File: config.mk
export PLATFORM = sky130hd
export DESIGN_NAME = fifo_sync_buffer_flat
export DESIGN_NICKNAME = d
export VERILOG_FILES = /design/src/rtl/fifo_pkg.sv /design/src/rtl/fifo_sync_buffer_if.sv /design/src/rtl/fifo_sync_mem.sv /design/src/rtl/fifo_sync_buffer.sv /design/src/flat_wrapper.sv
export SDC_FILE = /design/constraint.sdc
export NUM_CORES = 1
export LEC_CHECK = 0
export ABC_AREA = 1
export BUFFER_PORTS_ARGS = -buffer_cell sky130_fd_sc_hd__buf_4
export CORE_MARGIN = 1
export CORE_UTILIZATION = 62
export DETAILED_ROUTE_END_ITERATION = 12
export PLACE_DENSITY_LB_ADDON = 0.2
export SETUP_SLACK_MARGIN = 0.5
export SLEW_MARGIN = 5
export SYNTH_ARGS = -nofsm -noshare
export SYNTH_HDL_FRONTEND = slang
export SYNTH_HIERARCHICAL = 1
export SYNTH_SLANG_ARGS = --single-unit
File: constraint.sdc
create_clock -name clk -period 3.8 [get_ports clk]
set_clock_uncertainty 0.2 [all_clocks]
set_input_delay 1.14 -clock clk [delete_from_list [all_inputs] [get_ports clk]]
set_output_delay 1.14 -clock clk [all_outputs]
set_load 0.03 [all_outputs]
File: src/rtl/fifo_pkg.sv
`default_nettype none
// ------------------------------------------------------------------
// fifo_pkg : shared FIFO width/depth defaults and the data word type
// Revision 1.0
// ------------------------------------------------------------------
package fifo_pkg;

  localparam int FIFO_DATA_W = 32;
  localparam int FIFO_DEPTH  = 16;

  typedef logic [FIFO_DATA_W-1:0] fifo_data_t;

endpackage
`default_nettype wire

File: src/rtl/fifo_sync_buffer_if.sv
`default_nettype none
// ------------------------------------------------------------------
// fifo_sync_buffer_if : fifo_in / fifo_out valid-ready channels plus occupancy
// Revision 1.0
// ------------------------------------------------------------------
interface fifo_sync_buffer_if #(
  parameter int DATA_W = 32,
  parameter int CNT_W  = 5
);

  logic [DATA_W-1:0] data_in;
  logic              data_in_vld;
  logic              data_in_rdy;
  logic [DATA_W-1:0] data_out;
  logic              data_out_vld;
  logic              data_out_rdy;
  logic [CNT_W-1:0]  count;

  modport master (
    output data_in, data_in_vld, data_out_rdy,
    input  data_in_rdy, data_out, data_out_vld, count
  );

  modport slave (
    input  data_in, data_in_vld, data_out_rdy,
    output data_in_rdy, data_out, data_out_vld, count
  );

endinterface
`default_nettype wire

File: src/rtl/fifo_sync_mem.sv
`default_nettype none
// ------------------------------------------------------------------
// fifo_sync_mem : DEPTH x DATA_W storage, one write port, registered write-first read
// Revision 1.0
// ------------------------------------------------------------------
module fifo_sync_mem #(
  parameter int DATA_W = 32,
  parameter int DEPTH  = 16,
  parameter int ADDR_W = $clog2(DEPTH)
) (
  input  logic              clk,
  input  logic              rst_n,
  input  logic              we,
  input  logic [ADDR_W-1:0] waddr,
  input  logic [DATA_W-1:0] wdata,
  input  logic [ADDR_W-1:0] raddr,
  output logic [DATA_W-1:0] rdata
);

  logic [DATA_W-1:0] mem_q [DEPTH];
  logic [DATA_W-1:0] rdata_q;
  logic [DATA_W-1:0] rdata_d;

  always_ff @(posedge clk) begin
    if (we) begin
      mem_q[waddr] <= wdata;
    end
  end

  // A word written to the slot being read becomes the new head this edge.
  always_comb begin
    rdata_d = mem_q[raddr];
    if (we && (waddr == raddr)) begin
      rdata_d = wdata;
    end
  end

  always_ff @(posedge clk or negedge rst_n) begin
    if (!rst_n) begin
      rdata_q <= '0;
    end else begin
      rdata_q <= rdata_d;
    end
  end

  assign rdata = rdata_q;

endmodule
`default_nettype wire

File: src/rtl/fifo_sync_buffer.sv
`default_nettype none
// ------------------------------------------------------------------
// fifo_sync_buffer : first-word fall-through synchronous FIFO, count-based full/empty
// Revision 1.0
// ------------------------------------------------------------------
module fifo_sync_buffer
  import fifo_pkg::*;
#(
  parameter int DATA_W = FIFO_DATA_W,
  parameter int DEPTH  = FIFO_DEPTH,
  parameter int CNT_W  = $clog2(DEPTH + 1)
) (
  input logic               clk,
  input logic               rst_n,
  fifo_sync_buffer_if.slave bus
);

  localparam int               PTR_W    = $clog2(DEPTH);
  localparam logic [CNT_W-1:0] FULL_CNT = CNT_W'(DEPTH);

  logic [PTR_W-1:0] wr_ptr_q, wr_ptr_d;
  logic [PTR_W-1:0] rd_ptr_q, rd_ptr_d;
  logic [CNT_W-1:0] count_q, count_d;
  logic             data_in_rdy_q, data_in_rdy_d;
  logic             data_out_vld_q, data_out_vld_d;
  logic             push;
  logic             pop;

  always_comb begin
    push     = bus.data_in_vld && data_in_rdy_q;
    pop      = data_out_vld_q && bus.data_out_rdy;
    wr_ptr_d = push ? wr_ptr_q + PTR_W'(1) : wr_ptr_q;
    rd_ptr_d = pop  ? rd_ptr_q + PTR_W'(1) : rd_ptr_q;
    count_d  = count_q;
    if (push && !pop) begin
      count_d = count_q + CNT_W'(1);
    end else if (pop && !push) begin
      count_d = count_q - CNT_W'(1);
    end
    // Both flags look ahead at the next occupancy so they can be registered.
    data_in_rdy_d  = (count_d < FULL_CNT);
    data_out_vld_d = (count_d != '0);
  end

  always_ff @(posedge clk or negedge rst_n) begin
    if (!rst_n) begin
      wr_ptr_q       <= '0;
      rd_ptr_q       <= '0;
      count_q        <= '0;
      data_in_rdy_q  <= 1'b0;
      data_out_vld_q <= 1'b0;
    end else begin
      wr_ptr_q       <= wr_ptr_d;
      rd_ptr_q       <= rd_ptr_d;
      count_q        <= count_d;
      data_in_rdy_q  <= data_in_rdy_d;
      data_out_vld_q <= data_out_vld_d;
    end
  end

  fifo_sync_mem #(
    .DATA_W (DATA_W),
    .DEPTH  (DEPTH),
    .ADDR_W (PTR_W)
  ) u_mem (
    .clk   (clk),
    .rst_n (rst_n),
    .we    (push),
    .waddr (wr_ptr_q),
    .wdata (bus.data_in),
    .raddr (rd_ptr_d),
    .rdata (bus.data_out)
  );

  assign bus.data_in_rdy  = data_in_rdy_q;
  assign bus.data_out_vld = data_out_vld_q;
  assign bus.count        = count_q;

endmodule
`default_nettype wire
File: src/flat_wrapper.sv
// flat-port wrapper written by rule: the top's interface ports become plain ports
module fifo_sync_buffer_flat import fifo_pkg::*;
#(
  parameter int DATA_W = FIFO_DATA_W,
  parameter int DEPTH  = FIFO_DEPTH,
  parameter int CNT_W  = $clog2(DEPTH + 1)
)
  (clk, rst_n, bus_data_in, bus_data_in_vld, bus_data_out_rdy, bus_data_in_rdy, bus_data_out, bus_data_out_vld, bus_count);
  fifo_sync_buffer_if #(.DATA_W(DATA_W), .CNT_W(CNT_W)) bus_i ();
  input logic clk;
  input logic rst_n;
  input wire logic [$bits(bus_i.data_in)-1:0] bus_data_in;
  input wire logic [$bits(bus_i.data_in_vld)-1:0] bus_data_in_vld;
  input wire logic [$bits(bus_i.data_out_rdy)-1:0] bus_data_out_rdy;
  output wire logic [$bits(bus_i.data_in_rdy)-1:0] bus_data_in_rdy;
  output wire logic [$bits(bus_i.data_out)-1:0] bus_data_out;
  output wire logic [$bits(bus_i.data_out_vld)-1:0] bus_data_out_vld;
  output wire logic [$bits(bus_i.count)-1:0] bus_count;
  assign bus_i.data_in = bus_data_in;
  assign bus_i.data_in_vld = bus_data_in_vld;
  assign bus_i.data_out_rdy = bus_data_out_rdy;
  assign bus_data_in_rdy = bus_i.data_in_rdy;
  assign bus_data_out = bus_i.data_out;
  assign bus_data_out_vld = bus_i.data_out_vld;
  assign bus_count = bus_i.count;
  fifo_sync_buffer #(.DATA_W(DATA_W), .DEPTH(DEPTH), .CNT_W(CNT_W)) u_core (.clk(clk), .rst_n(rst_n), .bus(bus_i));
endmodule
Word-level counts from Yosys, hierarchy flattened
Memories as Yosys holds them, arrays and structs flattened. A register that Yosys moved wholly into a read port is not among the register bits.
Cells that the tools add are included.
{"block": "totals", "elab_cells": 24, "register_bits": 15, "out_inout_bits": 39, "mem_count": 1, "ramBits": 512}
{"block": "classes", "magnitude_cmp": 1, "reduce_logical": 8, "n_mux": 5, "n_addsub": 4}
{"name": "u_core.u_mem.mem_q", "words": 16, "word_bits": 32, "rd": 1, "rd_ports_with_merged_regs": 1, "wr": 1, "line": "fifo_sync_mem.sv:20", "source": "logic [DATA_W-1:0] mem_q [DEPTH];"}
{"cell": "two-way mux 5 bit", "n": 2}
{"cell": "adder 4 x 1 -> 4 bit (second input constant)", "n": 2}
{"cell": "adder 5 x 1 -> 5 bit (second input constant)", "n": 1}
{"cell": "less-than comparator 5 bit (second input constant)", "n": 1}
{"cell": "nonzero test 5 bit", "n": 1}
{"cell": "subtractor 5 x 1 -> 5 bit (second input constant)", "n": 1}
{"cell": "logical AND 1 bit", "n": 4}
{"cell": "two-way mux 4 bit", "n": 1}
{"cell": "logical NOT 1 bit", "n": 3}
{"cell": "two-way mux 1 bit", "n": 2}

Depth between registers and ports, before layout
Gate-level depths: netlist of run 1.
{"block": "logic_depth", "ltp_word": 6, "mapped_depth": 14}

By module
The synthesis of run 1 kept the hierarchy.
{"mod": "fifo_sync_mem", "instances": 1, "area_per_inst_um2": 22092.4, "cells_per_inst": 1869}
{"mod": "fifo_sync_buffer", "instances": 1, "area_per_inst_um2": 827.0, "cells_per_inst": 93}

Worst setup path before layout of run 1
Ideal clock, no wire load.
{"block": "synth_path", "kind": "input -> register", "from": "input port bus_data_in_vld", "to": "memory u_core.u_mem.mem_q[12][0], enable pin", "t_arrival_ns": 2.870, "cell_stages": 4, "setup_ns": 0.421, "path_slack_ns": 0.309, "n_path_buf": 0, "path_cell_list": "nand2_4 inv_6 nand3_1 nor2_1"}
{"block": "synth_between", "elab_chain_cells": 3}
{"item": "start: declaration", "line": "flat_wrapper.sv:13", "source": "input wire logic [$bits(bus_i.data_in_vld)-1:0] bus_data_in_vld;"}
{"item": "logical AND 1 bit", "line": "fifo_sync_buffer.sv:30", "source": "push = bus.data_in_vld && data_in_rdy_q;"}
{"item": "via u_core.push", "line": "fifo_sync_buffer.sv:26", "source": "logic push;"}
{"item": "two-way mux 1 bit", "line": "fifo_sync_mem.sv:25", "source": "if (we) begin"}
{"item": "two-way mux 1 bit (implied by the code)", "line": "fifo_sync_mem.sv:26", "source": "mem_q[waddr] <= wdata;"}
{"item": "end: declaration", "line": "fifo_sync_mem.sv:20"}
The timed path passes the listed nets, and every way through them passes these cells.

Final worst setup path of run 1
{"block": "layout_path", "from": "input port bus_data_out_rdy", "to": "register u_core.u_mem.rdata_q[24], in the netlist u_core/u_mem/rdata[24] (read register of u_core.u_mem.mem_q)"}
{"block": "layout_between", "elab_chain_cells": 2}
{"item": "start: declaration", "line": "flat_wrapper.sv:14", "source": "input wire logic [$bits(bus_i.data_out_rdy)-1:0] bus_data_out_rdy;"}
{"item": "logical AND 1 bit", "line": "fifo_sync_buffer.sv:31", "source": "pop = data_out_vld_q && bus.data_out_rdy;"}
{"item": "two-way mux 4 bit", "line": "fifo_sync_buffer.sv:33", "source": "rd_ptr_d = pop ? rd_ptr_q + PTR_W'(1) : rd_ptr_q;"}
{"item": "via u_core.rd_ptr_d[0]", "line": "fifo_sync_buffer.sv:22", "source": "logic [PTR_W-1:0] rd_ptr_q, rd_ptr_d;"}
{"item": "end: declaration", "line": "fifo_sync_mem.sv:21", "source": "logic [DATA_W-1:0] rdata_q;"}
The timed path passes the listed nets, and every way through them passes these cells.
A chain may end at the register's enable or synchronous reset.

==> flow_metrics.py, run 1 <==
metrics = {
    "run_status": {
        "status": "complete, no violations",
    },
    "synth": {
        "synthCells": 1962,
        "async_flop_share_pct": 8.41,
        "synth_area_leaders": "edfxtp_1, nand2_1, nand3_1",
        "ys_ff_latch": 559,
        "syn_area_sq_mm": 0.0229,
        "ys_seq_area_share_pct": 72.2,
        "syn_nets": 2002,
        "yosys_most_used_dff": "edfxtp_1",
        "synth_edf_count": 512,
        "syn_area_per_cell_sq_um": 11.7,
        "synth_most_common_cell": "nand2_1",
        "synth_top_area_cell": "edfxtp_1",
        "synth_common_cells": "nand2_1, edfxtp_1, nand3_1, buf_2, dfrtp_1",
        "yosysUniqueCellTypes": 28,
        "yosys_warnings": 6,
        "yosysTopAreaCellShare_pct": 67.1,
    },
    "grt": {
        "overflow": 0,
        "grt_max_degree": 129,
        "grtUsageTotal_pct": 30.3,
        "grt_antenna_before_repair": 0,
        "grt_pass1_wl_mm": 85.8,
        "grt_pass1_vias": 14900,
    },
    "setup_path": {
        "cp_max_fo": 54,
        "cp-start-kind": "input port",
        "arrival_ns": 3.28,
        "critPathKind": "in2reg",
        "cp-end-kind": "flop",
        "worstPathRequired_ns": 4.08,
    },
    "clock_tree": {
        "numCtsBuffers": 55,
        "cts_setup_buffers": 0,
        "clk_latency_ns": 0.61,
        "cts_resized": 0,
        "cts_max_level": 2,
        "tritoncts": "done",
        "path_clk_slew_ns": 0.06,
        "cts_buffer_depth": 3,
        "cts.sinks": 559,
        "cts-root-buf": "clkbuf_16",
        "ctsHoldBuffers": 0,
    },
    "detailed_routing": {
        "drcViolationCount": 0,
        "drt-met1-wl_mm": 22.3,
        "wl_per_cell_um": 22.1,
        "ant_nets": 0,
        "dr.first_iter.drc_count": 1683,
        "vias_per_cell": 6.03,
        "top_layer": "met4",
        "routed_wl_mm": 56.3,
        "dr_total_vias": 15300,
        "route.met2.wl_mm": 26.9,
        "drtPass1Iterations": 5,
        "met3_length_mm": 5.15,
    },
    "sta": {
        "rsz0062_at_grt": "no",
        "hold_violations": 0,
        "setup_viol": 0,
        "max_slew_margin_pct": 45.4,
        "tightest_slew_ns": 0.819,
        "finalCritPeriodShare_pct": 79.0,
        "finalMaxSlewViolations": 0,
        "min_period_ns": 3.00,
        "setup_tns_ns": 0,
        "fmax_ghz": 0.333,
    },
    "placed_design": {
        "gp_congestion": 0.778,
        "dp_hpwl_mm": 27.9,
        "io_buffers": 74,
    },
    "die": {
        "die_y_um": 194,
        "die-area_sq_mm": 0.0377,
        "dieWidth_um": 194,
        "row_count": 70,
        "design.portCount": 75,
        "coreArea_sq_mm": 0.0365,
        "initial_core_util_pct": 62.8,
    },
    "finish": {
        "final_nets": 2067,
        "nFillCells": 2483,
        "final_util_pct": 71.1,
        "drive_gt1_share_pct": 12.3,
        "areaGrowthSynthToFinish_pct": 13.3,
        "antenna_cells": 0,
    },
    "worst_hold_path": {
        "min_path_type": "reg2reg",
    },
    "pwr": {
        "power_density_mw_per_mm2": 870,
        "ir_drop_v": 0.000836,
        "power.leakage_nw": 9.99,
    },
    "flow_run": {
        "maxCapViolations": 0,
    },
}
-- kinds of logic (layout without fill, tap and decap cells) --
kind of cell,Yosys count,in the layout,synth area share [%]
simple gates,1237,1237,23.1
flops,559,559,72.2
buf+inv,151,263,4.08
xor+xnor,6,6,0.229
compound gates,5,5,0.147
fa+ha+maj,4,4,0.218
-- path summary, 6_finish.rpt --
path                       slack (ns)  cells after the start                endpoint           startpoint
setup / recovery                 0.80                     13  u_core/u_mem/rdata[24]     bus_data_out_rdy
hold / removal                   0.37                      2  u_core/bus.data_in_rdy  u_core/bus.count[4]
setup reg to reg                 0.93                     12  u_core/u_mem/rdata[24]   u_core/rd_ptr_q[0]
hold reg to reg                  0.37                      2  u_core/bus.data_in_rdy  u_core/bus.count[4]
max in group asynchronous        2.42                      1   u_core/u_mem/rdata[2]                rst_n
min in group asynchronous        0.43                      1     u_core/bus.count[3]                rst_n
-- power breakdown --
part | internal, mW | total [mW] | switching, mW
logic | 2.63 | 9.07 | 6.44
clock network | 3.48 | 5.77 | 2.28
registers | 7.44 | 7.75 | 0.314
-- registers in the layout, indices dropped and copies added, names as in the netlist --
register,flops
u_core/rd_ptr_q,4
u_core/u_mem/rdata,32
u_core/wr_ptr_q,4
u_core/bus.data_out_vld,1
u_core/u_mem/mem_q,512
u_core/bus.data_in_rdy,1
u_core/bus.count,5
-- final cells by class --
cell class                      count  area, sq um  area share, %
Sequential cell                   559        16600           63.7
Multi-Input combinational cell   1252         5610           21.6
Clock buffer                       73         1560           5.99
Timing Repair Buffer              126         1130           4.37
Tap cell                          468          586           2.25
Clock inverter                     31          390           1.50
Inverter                           33          144          0.554
-- metal layers --
metal	track usage (%)	vias to the layer above
met2	48.8	769
li1	-	6936
met1	41.4	7493
met3	5.41	130
met4	12.5	0
met5	0	-
-- stage by stage --
step	total power, mW	cell area (sq um)	hold slack (ns)	cells	setup WS, ns
2_1_floorplan	14.2	22900	0.232	1962	0.309
3_3_place_gp	16.6	24000	0.338	2438	0.289
3_5_place_dp	16.8	24000	0.333	2438	0.239
4_1_cts	22.6	26000	0.359	2542	0.849
5_1_grt	23.8	26000	0.384	2542	0.665
6_report	22.6	26000	0.366	2542	0.799
-- worst max-delay path, stage by stage --
cell and delay [ns]:
buf_4 0.09, nand2_4 0.10, xnor2_2 0.56, inv_6 0.37
buf_12 0.28, nand2_1 0.08, nand3_1 0.11, nand3_1 0.18
nand2_1 0.08, nand2_1 0.06, nand2_1 0.05, nand2_1 0.06
nand2_1 0.09
-- cells in the final DEF (no fill, tap or decap), drive strengths merged --
cell type,count
nand2,779
edfxtp,512
nand3,397
buf,126
clkbuf,73
dfrtp,47
inv,35
nand4,34
nor2,26
clkinv,19
bufinv,9
ha,4
xnor2,4
a21oi,2
xor2,2
o21ai,2
clkinvlp,1
nand3b,1
o22ai,1
(Power assumes the default switching activity.)
==> run 2, diff against run 1 <==
--- a/config.mk
+++ b/config.mk
@@ -5,10 +5,10 @@
 export SDC_FILE = /design/constraint.sdc
 export NUM_CORES = 1
 export LEC_CHECK = 0
-export ABC_AREA = 1
+export ABC_AREA = 0
 export BUFFER_PORTS_ARGS = -buffer_cell sky130_fd_sc_hd__buf_4
 export CORE_MARGIN = 1
-export CORE_UTILIZATION = 62
+export CORE_UTILIZATION = 61
 export DETAILED_ROUTE_END_ITERATION = 12
 export PLACE_DENSITY_LB_ADDON = 0.2
 export SETUP_SLACK_MARGIN = 0.5
==> constraint.sdc (replaced) <==
create_clock -name clk -period 2.9 [get_ports clk]
set_clock_uncertainty 0.2 [all_clocks]
set_input_delay 0.87 -clock clk [delete_from_list [all_inputs] [get_ports clk]]
set_output_delay 0.87 -clock clk [all_outputs]
set_load 0.03 [all_outputs]
==> flow_metrics.py, run 2 <==
metrics = {
    "run_status": {
        "status": "complete, no violations",
    },
    "sta": {
        "finalCritPeriodShare_pct": 89.9,
        "max_slew_margin_pct": 54.1,
        "tightest_slew_ns": 0.688,
        "final.setup.worst_slack_ns": 0.292,
        "finalMaxSlewViolations": 0,
        "min_period_ns": 2.61,
        "hold_violations": 0,
        "fmax_ghz": 0.383,
        "whs_ns": 0.102,
        "rsz0062_at_grt": "yes",
        "setup_viol": 0,
    },
    "clock_tree": {
        "cts_buffer_depth": 3,
        "numCtsBuffers": 53,
        "ctsHoldBuffers": 0,
        "tritoncts": "done",
        "cts_max_level": 2,
        "clk_latency_ns": 0.57,
        "path_clk_slew_ns": 0.06,
        "cts.sinks": 559,
        "cts-root-buf": "clkbuf_16",
    },
    "synth": {
        "ys_seq_area_share_pct": 78.3,
        "synth_area_leaders": "edfxtp_1, mux4_2, dfrtp_1",
        "yosysUniqueCellTypes": 37,
        "synth_edf_count": 512,
        "synth_top_area_cell": "edfxtp_1",
        "ys_ff_latch": 559,
        "async_flop_share_pct": 8.41,
        "syn_area_sq_mm": 0.0211,
        "yosys_most_used_dff": "edfxtp_1",
        "syn_area_per_cell_sq_um": 22.3,
        "yosys_warnings": 6,
        "yosysTopAreaCellShare_pct": 72.7,
        "synth_common_cells": "edfxtp_1, mux4_2, a22oi_1, dfrtp_1, nand2_1",
        "syn_nets": 986,
        "synthCells": 946,
        "synth_most_common_cell": "edfxtp_1",
    },
    "detailed_routing": {
        "drcViolationCount": 0,
        "ant_nets": 0,
        "dr.first_iter.drc_count": 1184,
        "vias_per_cell": 6.50,
        "wl_per_cell_um": 29.7,
        "drtPass1Iterations": 5,
        "routed_wl_mm": 48.1,
        "dr_total_vias": 10500,
    },
    "finish": {
        "final_nets": 1169,
        "most-common-layout-cells": "edfxtp_1, mux4_2, buf_4",
        "drive_gt1_share_pct": 39.1,
        "finalNonFillerCells": 1620,
        "largest_reg_flops": 512,
        "layout_commonest_cell": "edfxtp_1",
        "largest-register": "u_core/u_mem/mem_q",
        "final_util_pct": 75.9,
        "areaGrowthSynthToFinish_pct": 21.3,
        "antenna_cells": 0,
    },
    "setup_path": {
        "crit_chain": "xnor2_4, buf_12, buf_4, mux4_2, mux4_2, mux2_4",
        "cp_max_fo": 10,
        "cp-end-kind": "flop",
        "cp-start-kind": "flop",
        "crit_path_frequent_cell": "mux4_2",
        "cpMaxStageDelayCell": "mux4_2",
        "slowest_delay_ns": 0.50,
        "arrival_ns": 2.85,
        "worstPathRequired_ns": 3.14,
        "critPathKind": "reg2reg",
    },
    "placed_design": {
        "place_inst": 1506,
        "io_buffers": 74,
        "gp_congestion": 0.758,
        "pre_cts_slack_ns": -0.276,
        "dp_hpwl_mm": 25.2,
    },
    "pwr": {
        "power_density_mw_per_mm2": 1140,
        "power.leakage_nw": 8.63,
        "p_total_mw": 29.2,
        "ir_drop_v": 0.000767,
    },
    "grt": {
        "grt_pass1_vias": 11000,
        "grt_max_degree": 48,
        "overflow": 0,
        "grt_antenna_before_repair": 0,
        "grt_pass1_wl_mm": 70.7,
        "grtUsageTotal_pct": 27.9,
    },
    "die": {
        "row_count": 67,
        "initial_core_util_pct": 62.6,
        "die-area_sq_mm": 0.0354,
        "coreArea_sq_mm": 0.0338,
        "dieWidth_um": 188,
        "design.portCount": 75,
        "die_y_um": 188,
    },
    "worst_hold_path": {
        "min_path_type": "in2async",
    },
    "flow_run": {
        "maxCapViolations": 0,
    },
}
==> run 2: cell types whose count changed after synthesis, moves of 5 or more <==
| cell | delta |
|---|---|
| buf_6 | -27 |
| mux2_2 | +32 |
| buf_4 | -10 |
| nand4_1 | -32 |
| a22oi_1 | +63 |
| xnor2_1 | +5 |
| nor3_1 | +6 |
| inv_1 | -26 |
| nor2_1 | -8 |
| clkbuf_1 | +22 |
| nand2_1 | -728 |
| nand3_1 | -392 |
| mux4_2 | +129 |
| buf_2 | -53 |
==> run 2: cell type report <==
class | count | area, sq um
clock buffers | 75 | 1500
clock inverters | 23 | 284
fillers | 1721 | 8140
inverters | 4 | 22.5
multi-input cells | 334 | 4680
flip-flops and latches | 559 | 16600
well taps | 448 | 561
repair buffers | 177 | 2040
==> run 2: cell families after synthesis <==
group	after synthesis	synth area share, %
fa+ha+maj	4	0.237
mux	161	15.5
buf+inv	53	1.11
xor+xnor	13	0.539
simple gates	86	1.93
compound gates	70	2.43
flops	559	78.3
==> run 2: power by group <==
group | total (mW) | leakage [nW] | switching, mW | internal (mW)
sequential | 10.2 | 5.18 | 0.442 | 9.78
combinational | 11.9 | 2.57 | 5.78 | 6.16
clock | 7.04 | 0.875 | 2.83 | 4.21
==> run 2: critical path, delay by kind of cell (launching register included) <==
family                 cells  cell delay [ns]
buffers and inverters      2             0.36
XOR/XNOR                   1             0.25
multiplexers               3             1.23
flip-flops                 1             0.45
==> run 2: per-stage QoR <==
step	area [sq um]	setup TNS, ns
6_report	25600	0
5_1_grt	25600	0
4_1_cts	25500	0
3_5_place_dp	23400	-6.41
3_3_place_gp	23400	-5.62
2_1_floorplan	21400	-3.65
==> run 2: metal layers <==
metal  GRT usage, %  part of all wire, %  vias up
li1               -                    -     4330
met1           39.1                   37     5507
met2           45.7                   50      595
met3           5.32                  9.6      101
met4           7.85                  2.6        0
met5              0                    0        -
==> run 2: path summary, 6_finish.rpt <==
kind                       cells after the start                      to                 from  slack [ns]
min                                            2  u_core/u_mem/rdata[25]                rst_n        0.10
min in group clk                               1  u_core/bus.data_in_rdy  u_core/bus.count[4]        0.32
max in group asynchronous                      2      u_core/rd_ptr_q[0]                rst_n        2.10
max reg2reg                                    6  u_core/u_mem/rdata[30]   u_core/rd_ptr_q[0]        0.29
min reg2reg                                    1  u_core/bus.data_in_rdy  u_core/bus.count[4]        0.32
max                                            6  u_core/u_mem/rdata[30]   u_core/rd_ptr_q[0]        0.29
==> run 2: what timing repair did <==
| action | in CTS | in global routing |
|---|---|---|
| pin swaps | 2 | 0 |
| gates resized for setup | 19 | 17 |
| setup buffers | 10 | 0 |
| endpoints found under the setup margin | 32 | 32 |
| cloned | 5 | 1 |
==> run 3, diff against run 2 <==
--- a/config.mk
+++ b/config.mk
@@ -8,7 +8,7 @@
 export ABC_AREA = 0
 export BUFFER_PORTS_ARGS = -buffer_cell sky130_fd_sc_hd__buf_4
 export CORE_MARGIN = 1
-export CORE_UTILIZATION = 61
+export CORE_UTILIZATION = 55
 export DETAILED_ROUTE_END_ITERATION = 12
 export PLACE_DENSITY_LB_ADDON = 0.2
 export SETUP_SLACK_MARGIN = 0.5
==> constraint.sdc (replaced) <==
create_clock -name clk -period 2.28 [get_ports clk]
set_clock_uncertainty 0.2 [all_clocks]
set_input_delay 0.684 -clock clk [delete_from_list [all_inputs] [get_ports clk]]
set_output_delay 0.684 -clock clk [all_outputs]
set_load 0.03 [all_outputs]
==> flow_metrics.py, run 3 (synthesis gave the netlist of run 2 again) <==
metrics = {
    "run_status": {
        "status": "complete, but fails checks",
        "failed_checks": "negative setup slack",
    },
    "finish": {
        "most-common-layout-cells": "edfxtp_1, mux4_2, buf_6",
        "final_util_pct": 75.1,
        "drive_gt1_share_pct": 47.7,
        "final_cell_area_sq_mm": 0.0284,
        "final_nets": 1292,
        "largest-register": "u_core/u_mem/mem_q",
        "layout_commonest_cell": "edfxtp_1",
        "areaGrowthSynthToFinish_pct": 34.1,
        "antenna_cells": 0,
        "nFillCells": 1964,
        "largest_reg_flops": 512,
    },
    "sta": {
        "hold_violations": 0,
        "finalCritPeriodShare_pct": 115,
        "rsz0062_at_grt": "yes",
        "fmax_ghz": 0.382,
        "setup_viol": 32,
        "final.setup.worst_slack_ns": -0.336,
        "min_period_ns": 2.62,
        "finalMaxSlewViolations": 0,
        "setup_tns_ns": -9.56,
        "max_slew_margin_pct": 66.1,
        "tightest_slew_ns": 0.507,
    },
    "pwr": {
        "switching_share_pct": 32.5,
        "ir_drop_v": 0.000874,
        "p_sw_mw": 12.8,
        "clockPowerShare_pct": 23.4,
        "seq_power_share_pct": 33.0,
        "intPower_mw": 26.6,
        "power.leakage_nw": 9.71,
        "power_density_mw_per_mm2": 1390,
        "pwr-share-comb_pct": 43.6,
    },
    "clock_tree": {
        "cts.sinks": 559,
        "numCtsBuffers": 55,
        "cts-root-buf": "clkbuf_16",
        "tritoncts": "done",
        "cts_buffer_depth": 3,
        "path_clk_slew_ns": 0.07,
        "cts_max_level": 2,
        "clk_latency_ns": 0.60,
    },
    "die": {
        "design.portCount": 75,
        "row_count": 71,
        "die-area_sq_mm": 0.0392,
        "dieWidth_um": 198,
        "initial_core_util_pct": 56.0,
        "coreArea_sq_mm": 0.0378,
        "die_y_um": 198,
    },
    "setup_path": {
        "rr_endpoint": "u_core/u_mem/rdata[21]",
        "worstPathRequired_ns": 2.55,
        "cp-end-kind": "flop",
        "crit_path_frequent_cell": "buf_12",
        "cp_max_fo": 12,
        "cpMaxStageDelayCell": "dfrtp_2",
        "reg2regPathDepth": 9,
        "critPathKind": "reg2reg",
        "timing.rr.start": "u_core/bus.data_out_vld",
        "cp_num_buf_inv": 4,
        "slowest_delay_ns": 0.43,
        "r2r_slack_ns": -0.34,
        "crit_start": "u_core/bus.data_out_vld",
        "crit_chain": "nand2_8, xnor2_4, buf_12, buf_12, xor2_2, nor4_4, buf_4, buf_8, mux2_2",
        "cp.depth": 9,
        "endpoint": "u_core/u_mem/rdata[21]",
        "cpLargestDelayFamily": "buffers and inverters",
        "cp-start-kind": "flop",
        "arrival_ns": 2.89,
    },
    "placed_design": {
        "place_area_sq_mm": 0.0238,
        "io_buffers": 74,
        "dp_hpwl_mm": 26.5,
        "gp_congestion": 0.786,
    },
    "detailed_routing": {
        "routed_wl_mm": 61.3,
        "drcViolationCount": 0,
        "dr.first_iter.drc_count": 1424,
        "vias_per_cell": 6.44,
        "dr_total_vias": 11700,
        "wl_per_cell_um": 33.9,
        "ant_nets": 0,
        "drtPass1Iterations": 5,
    },
    "grt": {
        "grt_pass1_vias": 11200,
        "grt_antenna_before_repair": 0,
        "grtUsageTotal_pct": 28.3,
        "overflow": 0,
        "grt_max_degree": 25,
        "grt_pass1_wl_mm": 76.5,
    },
    "flow_run": {
        "maxCapViolations": 0,
    },
    "worst_hold_path": {
        "min_path_type": "in2reg",
    },
}
[run 3: cell count changes in the layout (fill, tap and decap cells not counted), moves of 20 or more]
cell       previous run  this run
buf_12               39        67
buf_16                8        32
buf_4               123        74
buf_6                 4        86
clkbuf_16            56        76
[run 3: cell type report]
class	instances	area, sq um	share of cell area (%)
multi-input combinational	334	4780	16.8
inverter	4	22.5	0.0794
clock inverter	34	323	1.14
timing repair buffer	298	4520	15.9
sequential	559	16600	58.4
tap	511	639	2.26
clock buffer	70	1520	5.34
[run 3: metrics by stage]
step | setup WS, ns | power [mW] | hold slack, ns | cells
detailed placement | -0.683 | 27.2 | 0.302 | 1590
global placement | -0.697 | 27.1 | 0.304 | 1590
finish | -0.336 | 39.4 | 0.182 | 1810
global route | -0.394 | 40.6 | 0.169 | 1810
CTS | -0.302 | 38.0 | 0.157 | 1763
floorplan | -0.495 | 22.1 | 0.188 | 946
[run 3: worst register-to-register path: cells and delay by family, from the launching register on]
kind / cells / cell delay (ns)
simple gates: 2 / 0.35
flops: 1 / 0.43
xor+xnor: 2 / 0.34
buf+inv: 4 / 0.82
mux: 1 / 0.36
[run 3: how the worst min path moves through the flow]
stage / from / end / depth (start not counted)
floorplan: rst_n / u_core/bus.count[0] / 0
global placement: u_core/bus.count[4] / u_core/bus.data_in_rdy / 1
detailed placement: u_core/bus.count[4] / u_core/bus.data_in_rdy / 1
CTS: bus_data_in[2] / u_core/u_mem/mem_q[7][2] / 1
global route: bus_data_in[2] / u_core/u_mem/mem_q[7][2] / 1
finish: bus_data_in[2] / u_core/u_mem/mem_q[7][2] / 1
[run 3: power by group through the flow]
stage | sequential [mW] | clock (mW) | combinational [mW]
after CTS | 13.0 | 9.21 | 15.8
after detailed placement | 13.1 | 0 | 14.1
after global routing | 13.1 | 9.71 | 17.9
after global placement | 13.1 | 0 | 14.0
after floorplan | 13.7 | 0 | 8.47
final | 13.0 | 9.21 | 17.2
[run 3: per-layer routing]
metal	vias up	GRT usage [%]	wire length (um)
met1	6144	38.6	22200
met4	0	8.53	2980
met3	176	5.60	6040
li1	4597	-	-
met5	-	0	0
met2	739	46.7	30100
[run 3: what timing repair did]
item                                   CTS  global route
cloned                                  23            27
setup endpoints to repair              583           586
hold buffers                             1             0
pin swaps                                6            14
buffers inserted                        45            20
endpoints found under the hold margin   19             0
resized for setup                      128            81
